**config.mk**
```make
export PLATFORM = sky130hd
export DESIGN_NAME = multi_level_to_pulse
export DESIGN_NICKNAME = d
export VERILOG_FILES = /design/src/rtl/multi_level_to_pulse.sv
export SDC_FILE = /design/constraint.sdc
export NUM_CORES = 1
export LEC_CHECK = 0
export ABC_AREA = 1
export CAP_MARGIN = 20
export CORE_MARGIN = 1.5
export CORE_UTILIZATION = 40
export CTS_CLUSTER_SIZE = 24
export DETAILED_ROUTE_END_ITERATION = 10
export GPL_TIMING_DRIVEN = 0
export SLEW_MARGIN = 20
export SYNTH_ARGS = -nofsm -noshare
export SYNTH_HDL_FRONTEND = slang
export SYNTH_SLANG_ARGS = --single-unit
```
**constraint.sdc**
```tcl
create_clock -name clk -period 1 [get_ports clk]
set_input_delay 0.25 -clock clk [delete_from_list [all_inputs] [get_ports clk]]
set_output_delay 0.25 -clock clk [all_outputs]
set_load 0.03 [all_outputs]
```
**src/rtl/multi_level_to_pulse.sv**
```systemverilog
// multi_level_to_pulse: per-channel sync, debounce and edge-to-pulse; define LTP_REPEAT_EN for auto-repeat
// while a channel is held high in a rise-pulsing mode.
module multi_level_to_pulse #(
    parameter int N_CH          = 4,
    parameter int DEBOUNCE_CYC  = 4,
    parameter int REPEAT_DELAY  = 32,
    parameter int REPEAT_PERIOD = 8
) (
    input  logic            clk,
    input  logic            reset_n,
    input  logic [N_CH-1:0] level_in,
    input  logic [1:0]      mode,
    output logic [N_CH-1:0] level_q,
    output logic [N_CH-1:0] pulse,
    output logic            any_pulse
);
    localparam int DW = $clog2(DEBOUNCE_CYC + 1);
`ifdef LTP_REPEAT_EN
    localparam int RMAX = (REPEAT_DELAY > REPEAT_PERIOD) ? REPEAT_DELAY : REPEAT_PERIOD;
    localparam int RW   = $clog2(RMAX + 1);
`endif
    typedef enum logic [1:0] {S_LOW, S_RISE, S_HIGH, S_FALL} state_t;
    logic [N_CH-1:0] s1_q, s2_q;
    logic            rise_m, fall_m;
    assign rise_m    = ~mode[0];
    assign fall_m    = mode[0] ^ mode[1];
    assign any_pulse = |pulse;
    always_ff @(posedge clk or negedge reset_n) begin
        if (!reset_n) begin
            s1_q <= '0;
            s2_q <= '0;
        end else begin
            s1_q <= level_in;
            s2_q <= s1_q;
        end
    end
    genvar g;
    for (g = 0; g < N_CH; g++) begin : g_ch
        logic [DW-1:0] cnt_q, cnt_d;
        logic          lvl_q, lvl_d, pulse_q, pulse_d, rep;
        state_t        st_q, st_d;
        assign level_q[g] = lvl_q;
        assign pulse[g]   = pulse_q;
        always_comb begin
            cnt_d = '0;
            lvl_d = lvl_q;
            if (s2_q[g] != lvl_q) begin
                if (cnt_q == DW'(DEBOUNCE_CYC - 1)) lvl_d = ~lvl_q;
                else cnt_d = cnt_q + 1'b1;
            end
            case (st_q)
                S_LOW:   st_d = lvl_q ? S_RISE : S_LOW;
                S_RISE:  st_d = S_HIGH;
                S_HIGH:  st_d = lvl_q ? S_HIGH : S_FALL;
                default: st_d = S_LOW;
            endcase
            pulse_d = (st_d == S_RISE && rise_m) || (st_d == S_FALL && fall_m) || rep;
        end
`ifdef LTP_REPEAT_EN
        // Down-counter: loaded on the cycle after the rise pulse, fires at 1, then reloads the period.
        logic [RW-1:0] rcnt_q, rcnt_d;
        always_comb begin
            rcnt_d = '0;
            rep    = 1'b0;
            if (rise_m && st_q == S_RISE) begin
                rcnt_d = RW'(REPEAT_DELAY - 1);
            end else if (rise_m && st_q == S_HIGH && lvl_q && rcnt_q != '0) begin
                rep    = (rcnt_q == RW'(1));
                rcnt_d = rep ? RW'(REPEAT_PERIOD) : rcnt_q - 1'b1;
            end
        end
        always_ff @(posedge clk or negedge reset_n) begin
            if (!reset_n) rcnt_q <= '0;
            else rcnt_q <= rcnt_d;
        end
`else
        assign rep = 1'b0;
`endif
        always_ff @(posedge clk or negedge reset_n) begin
            if (!reset_n) begin
                cnt_q   <= '0;
                lvl_q   <= 1'b0;
                st_q    <= S_LOW;
                pulse_q <= 1'b0;
            end else begin
                cnt_q   <= cnt_d;
                lvl_q   <= lvl_d;
                st_q    <= st_d;
                pulse_q <= pulse_d;
            end
        end
    end
endmodule

```
==> impl_metrics.ini, run 1 <==
[status]
status = finished with violations
failed_checks = setup timing

[floorplanning]
core_area_um2 = 3690
dieHeight_um = 65.3
die_w_um = 65.3
rows = 22
die_area_um2 = 4270
initial_utilization_pct = 42.1
io_pins = 17

[synth]
ys_ff_latch = 36
yosys_warnings = 0
synthCells = 159
postSynthAreaPerCell_um2 = 9.77
syn-num-nets = 180
ys_types = 13
seq_area_frac_synth_pct = 58.0
netlist_area_um2 = 1550

[finish]
layout-drive-gt1-share_pct = 39.6
n_fill_cell = 319
mostFrequentLayoutCell = dfrtp_1
syn_to_final_growth_pct = 38.6
antenna_cells = 0
final_cell_area_um2 = 2150
fin_cells = 240
layout_common_cells = dfrtp_1, nand2_1, nor2_1
finish.utilization_pct = 58.4
fin_nets = 213

[critical_path]
critPathLaunchType = register
regToRegSetupSlack_ns = -0.11
critPathKind = register to primary output
r2r-end = g_ch[1].st_q[0]
crit_fanout = 2
worstPathRequired_ns = 0.75
r2r-start = g_ch[1].st_q[1]
worstSetupEndpointType = primary output
cp_data_arrival_time_ns = 0.98
rr_worst_depth = 5

[grt]
grt_pass1_vias = 1079
grt_max_degree = 27
grt_usage_pct = 14.1
grt_pass1_wl_mm = 4.46
gr-total-overflow = 0
antenna_found_initial = 0

[detailed_routing]
wirelength_mm = 2.48
final_antenna_net_count = 0
via_per_inst = 4.29
drc = 0
drtIter0Drc = 28
vias = 1029
drt-pass1-iter-count = 4
wire_per_inst_um = 10.3

[place]
port-buffer-count = 16
post-place-cells = 224
gp_congestion = 0.763
dp_worst_setup_slack_ns = -0.460
place_area_um2 = 1790
dp_hpwl_mm = 1.66

[min_path]
hold_path_depth = 0
worstHoldStart = s1_q[2]
hp-class = register to register
min_to = s2_q[2]

[timing]
rsz0062_at_grt = true
max_freq_mhz = 815
report.final.slew_viol_count = 0
fin_crit_ns = 1.23
hold_violations = 0
final-setup-viol-count = 18
period_share_pct = 123
tns_ns = -1.83
max_slew.worst_pin.slew_ns = 0.277
fin_worst_skew_ns = 0.00534
timing.final.ws_setup_ns = -0.227
maxSlewHeadroom_pct = 81.5

[power_and_ir_drop]
vdd_ir_drop_max_uv = 1160
leakagePower_nw = 1.08
power.density_nw_per_um2 = 3000

[cts]
cts_tree = built
clk_path_buf_depth = 2
cts_max_level = 2
cts-root-buf = clkbuf_8
clk_latency_ns = 0.29
clock_sinks = 36
clkTransAtPathRegs_ns = 0.07
cts_buffers = 5

[job]
maxCapViolCount = 0
synth_stat cells (all sizes together):
library cell	number	area share [%]
nand2	28	6.9
inv	33	8.0
buf	8	3.9
o21ai	7	2.3
nor2	24	5.8
and2	1	0.40
xnor2	4	2.3
ha	13	10
or2	4	1.8
nand3	1	0.32
dfrtp	36	58
cell families (layout without fill, tap and decap cells):
group / Yosys count / in the layout / synth area share, %
AO/OA/AOI/OAI: 7 / 7 / 2.25
flip-flops: 36 / 36 / 58.0
adder cells (fa/ha/maj): 13 / 13 / 10.5
AND/OR/NAND/NOR: 58 / 58 / 15.2
buffers and inverters: 41 / 74 / 11.8
XOR/XNOR: 4 / 4 / 2.25
critical path: stages, from the launching register on:
cell and delay, ns:
dfrtp_1 0.39, nor2_1 0.10, nand2_1 0.07, buf_6 0.14
final cells by class:
type	instances	area [um2]	area share (%)
Inverter	33	124	5.75
Timing Repair Buffer	27	267	12.4
Clock inverter	1	5.00	0.232
Buffer	7	71.3	3.31
Multi-Input combinational cell	82	653	30.3
Sequential cell	36	902	41.9
Tap cell	48	60.1	2.79
Clock buffer	6	72.6	3.37
metrics by stage:
stage	total power [W]	hold WS, ns
2_1_floorplan	0.00374	-0.0456
3_3_place_gp	0.00423	0.332
3_5_place_dp	0.00440	0.143
4_1_cts	0.00587	0.353
5_1_grt	0.00700	0.361
6_report	0.00646	0.346
timing repair:
action / in CTS / in global routing
hold endpoints to repair: 10 / 0
pin swaps: 5 / 15
endpoints found under the setup margin: 19 / 28
hold buffers: 1 / 0
buffers inserted: 5 / 4
cloned: 0 / 0
gates resized for setup: 78 / 38
state kept, by name, summed over array words and instances (netlist names):
| name | count |
|---|---|
| g_ch.cnt_q | 12 |
| g_ch.lvl_q | 4 |
| g_ch.pulse_q | 4 |
| g_ch.st_q | 8 |
| s1_q | 4 |
| s2_q | 4 |
worst max path at each step:
stage / startpoint / to / slack [ns] / cells after the start
floorplan: g_ch[1].st_q[0] / g_ch[1].pulse_q / 0.01 / 6
global placement: reset_n / g_ch[3].st_q[0] / -1.07 / 1
detailed placement: g_ch[1].lvl_q / level_q[1] / -0.46 / 2
CTS: g_ch[2].pulse_q / any_pulse / -0.23 / 3
global route: g_ch[2].pulse_q / any_pulse / -0.30 / 3
finish: g_ch[1].pulse_q / any_pulse / -0.23 / 3
per-layer routing:
layer	GRT usage, %	share of wire, %	vias up
met5	0	0	-
met4	6.25	1.5	0
met3	5.48	5.5	5
met2	23.1	49	22
met1	16.3	44	474
li1	-	-	528
power breakdown:
group | internal, W | total, W | switching [W]
sequential | 0.00190 | 0.00217 | 0.000267
clock | 0.000473 | 0.000957 | 0.000484
combinational | 0.00168 | 0.00333 | 0.00165
total | 0.00406 | 0.00646 | 0.00240
No activity file was read; power rests on OpenSTA's default activity.
==> inputs of run 2 (changes only) <==
--- a/config.mk
+++ b/config.mk
@@ -9,7 +9,8 @@
 export CAP_MARGIN = 20
 export CORE_MARGIN = 1.5
 export CORE_UTILIZATION = 40
-export CTS_CLUSTER_SIZE = 24
+export CTS_BUF_LIST = sky130_fd_sc_hd__clkbuf_2 sky130_fd_sc_hd__clkbuf_4 sky130_fd_sc_hd__clkbuf_8
+export CTS_CLUSTER_SIZE = 30
 export DETAILED_ROUTE_END_ITERATION = 10
 export GPL_TIMING_DRIVEN = 0
 export SLEW_MARGIN = 20
==> impl_metrics.ini, run 2 (same netlist as run 1, synthesis figures left out) <==
[place]
place_area_um2 = 1790
post-place-cells = 224
dp_worst_setup_slack_ns = -0.460
port-buffer-count = 16
gp_congestion = 0.763
dp_hpwl_mm = 1.66

[min_path]
hp-class = register to register

[critical_path]
critPathLaunchType = register
cp_data_arrival_time_ns = 0.98
crit_buf_inv = 1
crit_path_cell_trace = nor2_1, nand2_1, buf_6
cpPeakStageDelay_ns = 0.39
cp_slowest_cell = dfrtp_1
worstSetupEndpointType = primary output
worstPathRequired_ns = 0.75
crit_fanout = 2
critPathKind = register to primary output
critPathTopFamily = flip-flops

[power_and_ir_drop]
power.density_nw_per_um2 = 3010
leakagePower_nw = 1.08
vdd_ir_drop_max_uv = 1160

[finish]
syn_to_final_growth_pct = 38.9
largest_reg_flops = 12
reg_top3 = g_ch.cnt_q: 12 flops, g_ch.st_q: 8 flops
layout_common_cells = dfrtp_1, nand2_1, nor2_1
antenna_cells = 0
fin_nets = 213
mostFrequentLayoutCell = dfrtp_1
final_cell_area_um2 = 2160
layout-drive-gt1-share_pct = 40.1
fin_cells = 240
largest-register = g_ch.cnt_q

[cts]
cts_tree = built
cts_buffers = 5
clk_path_buf_depth = 2
cts-root-buf = clkbuf_8
clkTransAtPathRegs_ns = 0.07
clk_latency_ns = 0.29
cts_max_level = 2
clock_sinks = 36

[timing]
maxSlewHeadroom_pct = 81.5
final-setup-viol-count = 18
fin_worst_skew_ns = 0.00534
fin_crit_ns = 1.23
hold_violations = 0
max_freq_mhz = 815
max_slew.worst_pin.slew_ns = 0.277
report.final.slew_viol_count = 0
timing.final.ws_setup_ns = -0.227
period_share_pct = 123
rsz0062_at_grt = true

[detailed_routing]
wire_per_inst_um = 10.4
drc = 0
drt-pass1-iter-count = 4
via_per_inst = 4.29
wirelength_mm = 2.48
drtIter0Drc = 28
vias = 1029
final_antenna_net_count = 0

[floorplanning]
dieHeight_um = 65.3
io_pins = 17
core_area_um2 = 3690
die_w_um = 65.3
die_area_um2 = 4270
rows = 22
initial_utilization_pct = 42.1

[grt]
grt_pass1_vias = 1079
grt_usage_pct = 14.1
grt_pass1_wl_mm = 4.46
grt_max_degree = 27
antenna_found_initial = 0
gr-total-overflow = 0

[job]
maxCapViolCount = 0

[status]
failed_checks = setup timing
status = finished with violations
==> run 2: layer usage <==
layer | track usage, % | wire (um)
met5 | 0 | 0
met4 | 6.25 | 38
met2 | 23.1 | 1210
met1 | 16.3 | 1100
met3 | 5.48 | 136
==> run 2: power breakdown <==
part	internal [W]	total, W	leakage (nW)	switching, W
sequential	0.00190	0.00217	0.451	0.000267
clock	0.000500	0.000984	0.0445	0.000484
combinational	0.00168	0.00333	0.587	0.00165
total	0.00409	0.00649	1.08	0.00240
==> run 2: area by class of cell <==
| class | instances | area [um2] |
|---|---|---|
| fillers | 317 | 1530 |
| flip-flops and latches | 36 | 902 |
| multi-input cells | 82 | 653 |
| repair buffers | 27 | 267 |
| inverters | 33 | 124 |
| clock buffers | 6 | 76.3 |
| plain buffers | 7 | 71.3 |
| well taps | 48 | 60.1 |
| clock inverters | 1 | 5.00 |
==> run 2: final timing paths <==
check,startpoint,endpoint,slack [ns],cells past startpoint
max,g_ch[1].pulse_q,any_pulse,-0.23,3
min,s1_q[2],s2_q[2],0.35,0
max reg2reg,g_ch[1].st_q[1],g_ch[1].st_q[0],-0.11,5
min reg2reg,s1_q[2],s2_q[2],0.35,0
max in group asynchronous,reset_n,g_ch[1].st_q[1],0.21,3
min in group asynchronous,reset_n,g_ch[2].cnt_q[0],0.36,2
==> run 2: metrics by stage <==
step | power (W) | hold slack, ns | setup TNS, ns | util, %
2_1_floorplan | 0.00374 | -0.0456 | 0 | -
3_3_place_gp | 0.00423 | 0.332 | -43.25 | 48.1
3_5_place_dp | 0.00440 | 0.143 | -4.82 | 48.5
4_1_cts | 0.00590 | 0.353 | -1.76 | 54.0
5_1_grt | 0.00702 | 0.361 | -2.89 | 58.5
6_report | 0.00649 | 0.346 | -1.83 | 58.5
==> run 2: timing repair <==
action / CTS / global route
buffers inserted: 5 / 4
resized for setup: 78 / 38
endpoints found under the setup margin: 19 / 28
pin swaps: 5 / 15
hold buffers: 1 / 0
hold endpoints to repair: 10 / 0
==> inputs of run 3 (changes only) <==
--- a/config.mk
+++ b/config.mk
@@ -12,6 +12,7 @@
 export CTS_BUF_LIST = sky130_fd_sc_hd__clkbuf_2 sky130_fd_sc_hd__clkbuf_4 sky130_fd_sc_hd__clkbuf_8
 export CTS_CLUSTER_SIZE = 30
 export DETAILED_ROUTE_END_ITERATION = 10
+export DONT_BUFFER_PORTS = 1
 export GPL_TIMING_DRIVEN = 0
 export SLEW_MARGIN = 20
 export SYNTH_ARGS = -nofsm -noshare
==> impl_metrics.ini, run 3 (same netlist as run 1, synthesis figures left out) <==
[status]
status = finished with violations
failed_checks = hold timing, setup timing

[critical_path]
worstSetupEndpointType = primary output
crit_buf_inv = 0
cp_slowest_cell = dfrtp_1
cpPeakStageDelay_ns = 0.38
worstPathRequired_ns = 0.75
critPathLaunchType = register
critPathKind = register to primary output
crit_path_cell_trace = nor2_1, nand2_2
crit_fanout = 2
critPathTopFamily = flip-flops
regToRegSetupSlack_ns = -0.07
cp_data_arrival_time_ns = 0.92

[finish]
syn_to_final_growth_pct = 30.4
largest_reg_flops = 12
fin_cells = 228
reg_top3 = g_ch.cnt_q: 12 flops, g_ch.st_q: 8 flops
largest-register = g_ch.cnt_q
fin_nets = 201
mostFrequentLayoutCell = dfrtp_1
layout_common_cells = dfrtp_1, inv_1, nand2_1
antenna_cells = 0
layout-drive-gt1-share_pct = 40.0

[timing]
tns_ns = -1.04
max_slew.worst_pin.slew_ns = 0.184
max_freq_mhz = 851
hold_ws_ns = -0.340
rsz0062_at_grt = true
timing.final.ws_setup_ns = -0.175
period_share_pct = 117
report.final.slew_viol_count = 0
fin_crit_ns = 1.17
final-setup-viol-count = 18
maxSlewHeadroom_pct = 87.6
fin_worst_skew_ns = 0.00159
hold_violations = 36

[floorplanning]
initial_utilization_pct = 42.1
die_w_um = 65.3
core_area_um2 = 3690
rows = 22
die_area_um2 = 4270
io_pins = 17
dieHeight_um = 65.3

[grt]
grt_pass1_wl_mm = 4.10
grt_usage_pct = 12.9
antenna_found_initial = 0
gr-total-overflow = 0
grt_max_degree = 37
grt_pass1_vias = 990

[power_and_ir_drop]
vdd_ir_drop_max_uv = 1300
leakagePower_nw = 1.02
power.density_nw_per_um2 = 3030
power_w = 0.00613

[place]
post-place-cells = 207
gp_congestion = 0.733
dp_hpwl_mm = 1.57
port-buffer-count = 0
dp_worst_setup_slack_ns = -0.0774

[detailed_routing]
vias = 1008
drt-pass1-iter-count = 4
via_per_inst = 4.42
wirelength_mm = 2.52
drtIter0Drc = 39
drc = 0
final_antenna_net_count = 0
wire_per_inst_um = 11.0

[cts]
cts-root-buf = clkbuf_8
holdBufCountCts = 4
clk_latency_ns = 0.28
clk_path_buf_depth = 2
cts_tree = built
cts_buffers = 5
clock_sinks = 36
cts_max_level = 2
clkTransAtPathRegs_ns = 0.06

[job]
maxCapViolCount = 0

[min_path]
hp-class = input port to asynchronous set/reset pin
==> run 3: what timing repair did <==
item | in CTS | in global routing
setup buffers | 8 | 2
cloned | 0 | 0
endpoints found under the setup margin | 19 | 27
pin swaps | 5 | 12
endpoints found under the hold margin | 40 | 36
gates resized for setup | 23 | 34
==> run 3: metal layers <==
metal,vias up,global-route usage [%],part of all wire (%)
li1,496,-,-
met1,489,15.5,43
met2,21,20.5,51
met3,2,5.14,5.1
met4,0,5.21,0.95
met5,-,0,0
==> run 3: through the flow <==
| step | cell area [um2] | utilization (%) |
|---|---|---|
| final | 2030 | 54.9 |
| after global routing | 2030 | 54.9 |
| after CTS | 1890 | 51.2 |
| after detailed placement | 1610 | 43.8 |
| after global placement | 1610 | 43.8 |
| after floorplan | 1550 | - |
==> run 3: cell type report <==
| type | count | area (um2) |
|---|---|---|
| fill | 309 | 1660 |
| sequential | 36 | 902 |
| multi-input combinational | 82 | 661 |
| inverter | 33 | 124 |
| timing repair buffer | 14 | 115 |
| buffer | 8 | 82.6 |
| clock buffer | 6 | 76.3 |
| tap | 48 | 60.1 |
| clock inverter | 1 | 5.00 |
==> run 3: path summary, 6_finish.rpt <==
kind | depth (start not counted) | from | endpoint
max reg2reg | 6 | g_ch[1].st_q[1] | g_ch[1].pulse_q
max in group asynchronous | 0 | reset_n | g_ch[1].st_q[1]
max | 2 | g_ch[1].pulse_q | any_pulse
min reg2reg | 0 | s1_q[3] | s2_q[3]
min in group clk | 3 | mode[0] | g_ch[3].pulse_q
min | 0 | reset_n | s1_q[0]
==> run 3: power breakdown <==
| group | switching, W | leakage [nW] | total (W) | internal [W] |
|---|---|---|---|---|
| Clock | 0.000454 | 0.0445 | 0.000953 | 0.000500 |
| Sequential | 0.000273 | 0.451 | 0.00218 | 0.00191 |
| Combinational | 0.00160 | 0.525 | 0.00300 | 0.00140 |
